## config.mk

```make
export PLATFORM = sky130hd
export DESIGN_NAME = instr_fetch_unit
export DESIGN_NICKNAME = d
export VERILOG_FILES = /design/src/rtl/instr_fetch_unit.sv
export SDC_FILE = /design/constraint.sdc
export NUM_CORES = 1
export LEC_CHECK = 0
export BUFFER_PORTS_ARGS = -buffer_cell sky130_fd_sc_hd__buf_4
export CAP_MARGIN = 20
export CORE_ASPECT_RATIO = 1.25
export CORE_MARGIN = 2
export CORE_UTILIZATION = 35
export CTS_BUF_LIST = sky130_fd_sc_hd__clkbuf_8
export DETAILED_ROUTE_END_ITERATION = 8
export GPL_ROUTABILITY_DRIVEN = 0
export PLACE_DENSITY = 0.7
export SETUP_SLACK_MARGIN = 0.15
export SLEW_MARGIN = 10
export SYNTH_ARGS = -nofsm -noshare
export SYNTH_HDL_FRONTEND = slang
export SYNTH_SLANG_ARGS = --single-unit
```

## constraint.sdc

```tcl
create_clock -name clk -period 5.44 [get_ports clk]
set_input_delay 0.544 -clock clk [delete_from_list [all_inputs] [get_ports clk]]
set_output_delay 0.544 -clock clk [all_outputs]
set_load 0.05 [all_outputs]
```

## src/rtl/instr_fetch_unit.sv

```systemverilog
// instr_fetch_unit: MIPS IF stage. Owns the PC, drives ReadAddress to the
// instruction memory and registers the returned word into IF/ID.
// Optional build macro FETCH_ALIGN_CHECK_EN: misaligned redirect targets are
// replaced by EXC_VECTOR and reported on misalign_exc.
module instr_fetch_unit #(
  parameter logic [31:0] RESET_PC   = 32'h00400000,
  parameter logic [31:0] NOP_WORD   = 32'h00000000,
  parameter logic [31:0] EXC_VECTOR = 32'h80000180
) (
  input  logic        clk,
  input  logic        rst,
  input  logic        stall,
  input  logic        flush,
  input  logic        branch_taken,
  input  logic [31:0] branch_target,
  input  logic        jump,
  input  logic [31:0] jump_target,
  output logic [31:0] ReadAddress,
  input  logic [31:0] Instruction,
  output logic [31:0] if_id_instr,
  output logic [31:0] if_id_pc_plus4,
`ifdef FETCH_ALIGN_CHECK_EN
  output logic        misalign_exc,
`endif
  output logic        if_id_valid
);

  typedef enum logic {S_RESET = 1'b0, S_RUN = 1'b1} state_t;

  state_t      state_q, state_d;
  logic [31:0] pc_q, pc_d, pc_plus4;
  logic [31:0] tgt, tgt_eff;
  logic        redirect, run;
  logic [31:0] instr_d, pc4_d;
  logic        vld_d;
`ifdef FETCH_ALIGN_CHECK_EN
  logic        misalign_d;
`endif

  assign ReadAddress = pc_q;
  assign pc_plus4    = pc_q + 32'd4;   // wraps silently at 2^32
  assign run         = (state_q == S_RUN);
  assign redirect    = branch_taken | jump;
  // branch is the older instruction, so it beats a jump
  assign tgt         = branch_taken ? branch_target : jump_target;

  // FSM state register; leaves RESET on the first edge after release
  always_ff @(posedge clk or negedge rst) begin
    if (!rst) state_q <= S_RESET;
    else      state_q <= state_d;
  end

  // FSM next state
  always_comb begin
    state_d = state_q;
    if (state_q == S_RESET) state_d = S_RUN;
  end

  // redirect target selection, with optional alignment trap
  always_comb begin
    tgt_eff = tgt;
`ifdef FETCH_ALIGN_CHECK_EN
    misalign_d = 1'b0;
    if (run && redirect && (tgt[1:0] != 2'b00)) begin
      tgt_eff    = EXC_VECTOR;
      misalign_d = 1'b1;
    end
`endif
  end

  // next PC: redirects override stall; RESET pins PC to the base
  always_comb begin
    pc_d = pc_q;
    if (!run)          pc_d = RESET_PC;
    else if (redirect) pc_d = tgt_eff;
    else if (stall)    pc_d = pc_q;
    else               pc_d = pc_plus4;
  end

  // next IF/ID: squash wrong-path / flushed words, hold on stall
  always_comb begin
    instr_d = if_id_instr;
    pc4_d   = if_id_pc_plus4;
    vld_d   = if_id_valid;
    if (!run || flush || redirect) begin
      instr_d = NOP_WORD;
      pc4_d   = 32'd0;
      vld_d   = 1'b0;
    end else if (!stall) begin
      instr_d = Instruction;
      pc4_d   = pc_plus4;
      vld_d   = 1'b1;
    end
  end

  // PC and IF/ID registers
  always_ff @(posedge clk or negedge rst) begin
    if (!rst) begin
      pc_q           <= RESET_PC;
      if_id_instr    <= NOP_WORD;
      if_id_pc_plus4 <= 32'd0;
      if_id_valid    <= 1'b0;
    end else begin
      pc_q           <= pc_d;
      if_id_instr    <= instr_d;
      if_id_pc_plus4 <= pc4_d;
      if_id_valid    <= vld_d;
    end
  end

`ifdef FETCH_ALIGN_CHECK_EN
  // exception pulse lines up with EXC_VECTOR on ReadAddress
  always_ff @(posedge clk or negedge rst) begin
    if (!rst) misalign_exc <= 1'b0;
    else      misalign_exc <= misalign_d;
  end
`endif

endmodule
```

==> results.tsv <==
metric	value	unit
dpl_worst_slack	2030	ps
worstMarginPinSlew	908	ps
place_inst	853	
drt-pass1-iter-count	5	
post_cts_resize_count	0	
drc_errors	0	
cts_buffer_depth	2	
start_kind	flop	
drv_cap	0	
min_period	3070	ps
die-area	15100	um^2
die-height	137	um
yosysMostFrequentCell	dfrtp_1	
synth_top_area_share	48.9	%
clock-skew-final	8.77	ps
nNetsFinal	792	
initial_core_util	35.9	%
synth_area	4960	um^2
synth_nets	616	
fp.coreArea	13800	um^2
drive_gt1_share	33.3	%
finalSetupViolations	0	
synthFlopType	dfrtp_1	
slew_violations	0	
cts_made_buffers	9	
insertion_delay	390	ps
finish.utilization	48.9	%
antenna_found_initial	0	
power	1.58	mW
synth.avg_cell_area	9.67	um^2
ys_seq_area_share	49.5	%
syn_inst	513	
p_leak	3.16	nW
num-fill-cells	1344	
cp_max_fo	13	
final_area	6760	um^2
cts.htree.levels	3	
num_antenna_cells	0	
rsz0062_at_grt	no	
arrival	3370	ps
io_pins	199	
row_count	48	
wl	16900	um
grt_first_pass_wirelength	25700	um
drtIter0Drc	463	
end_kind	flop	
vdd_drop_max	0.109	mV
async_flop_share	100	%
path_clk_slew	110	ps
status	finished clean	
synth_edf_count	0	
maxClockFrequency	326	MHz
die_w	110	um
grt_pass1_vias	4628	
wl_per_cell	19.4	um
grt_overflow	0	
grt_max_degree	71	
cts_hold_buf	0	
period_share	56.4	%
synth_common_cells	97 x dfrtp_1, 56 x nand2_1, 43 x o21ai_0, 37 x a22o_1, 32 x clkbuf_1	
synth_seq_cells	98	
ys_warn_count	0	
power_density	233	nW/um^2
root_buffer	clkbuf_8	
relSlewSlack	39.3	%
timing.final.ws_setup	2370	ps
grt_usage	21.7	%
finalNonFillerCells	869	
viasPerCell	5.51	
antenna_left	0	
dp_hpwl	12400	um
worstSetupPathType	flop to flop	
place_area	6570	um^2
vias	4790	
cts_tree	done	
yosysTopAreaCell	dfrtp_1	
clkSinkCount	98	
cts_setup_buffers	0	
placement.io_buffers	198	
area_growth	36.2	%
timing.critical_path.required	5740	ps
finalHoldViolations	0	
synth_cell_types	56	
hold_path_class	input port to async pin	
synth_area_leaders	dfrtp_1 49%, a22o_1 6.5%, xnor2_1 4.8%, o21ai_0 4.3%, nand2_1 4.2%	
holdWs	51.6	ps
tns	0	ps
==> cells by family (layout without fill, tap and decap cells) <==
kind of cell    Yosys count  count (layout)  share of synthesized area [%]
mux                       5               5                           1.03
simple gates            154             154                           16.1
compound gates          165             165                           22.5
flops                    98              98                           49.5
buf+inv                  52             233                           4.04
xor+xnor                 37              37                           6.53
fa+ha+maj                 1               1                          0.252
other cells               1               1                         0.0756
==> path summary, 6_finish.rpt <==
| kind | start | to | slack, ps | depth (start not counted) |
|---|---|---|---|---|
| worst max-delay path | ReadAddress[2]$_DFFE_PN0P_ | ReadAddress[22]$_DFFE_PN1P_ | 2370 | 6 |
| worst min-delay path | rst | if_id_instr[18]$_DFFE_PN0P_ | 50 | 1 |
| worst max register to register | ReadAddress[2]$_DFFE_PN0P_ | ReadAddress[22]$_DFFE_PN1P_ | 2370 | 6 |
| max in group asynchronous | rst | ReadAddress[21]$_DFFE_PN0P_ | 4150 | 2 |
| min in group clk | Instruction[7] | if_id_instr[7]$_DFFE_PN0P_ | 350 | 2 |
| worst min register to register | if_id_pc_plus4[7]$_DFFE_PN0P_ | if_id_pc_plus4[7]$_DFFE_PN0P_ | 490 | 2 |
==> power breakdown <==
part | internal (mW) | leakage [nW] | switching [mW]
combinational | 0.122 | 1.73 | 0.189
clock | 0.179 | 0.0951 | 0.292
sequential | 0.751 | 1.33 | 0.0428
total | 1.05 | 3.16 | 0.524
==> sequential cells by signal, summed over array words and instances (netlist names) <==
| register | count |
|---|---|
| if_id_pc_plus4 | 32 |
| if_id_instr | 32 |
| if_id_valid | 1 |
| ReadAddress | 32 |
| run | 1 |
==> worst max-delay path: stages (launching register included) <==
cell and delay [ps]:
dfrtp_1 520, ha_1 290, nand4_1 650, or3_1 720, nor3_1 400, o21ai_0 170
a2bb2oi_1 230
==> final cells by class <==
class / count / area [um^2] / area share, %
clock buffer: 9 / 124 / 1.83
timing repair buffer: 203 / 1520 / 22.6
clock inverter: 7 / 65.1 / 0.963
multi-input combinational: 363 / 2320 / 34.3
tap: 175 / 219 / 3.24
sequential: 98 / 2450 / 36.3
inverter: 14 / 52.6 / 0.778
==> routing by layer <==
layer / vias up / global-route usage [%] / part of all wire (%)
met5: - / 0 / 0
met4: 0 / 9.86 / 2.6
li1: 2228 / - / -
met1: 2312 / 28.7 / 42
met3: 31 / 3.01 / 5.8
met2: 219 / 35.6 / 49
==> layout by cell type, fill, tap and decap left out, types with 3 or more instances in the layout <==
master,count
o21ai_0,43
o22ai_1,13
xor2_1,10
clkbuf_8,9
nor4_1,7
o2bb2ai_1,3
or3_1,3
a22o_1,37
a31oi_1,5
a21oi_1,25
nor2b_1,6
mux2i_1,4
nor2_1,26
and3_1,5
xnor2_1,27
inv_6,4
nand2_1,56
inv_1,14
nand3_1,10
o2111ai_1,3
nor3_1,14
a22oi_1,9
o221ai_1,5
dfrtp_1,97
o31ai_1,4
nand4_1,8
buf_4,203
or4_1,3
No activity file was read; power rests on OpenSTA's default activity.
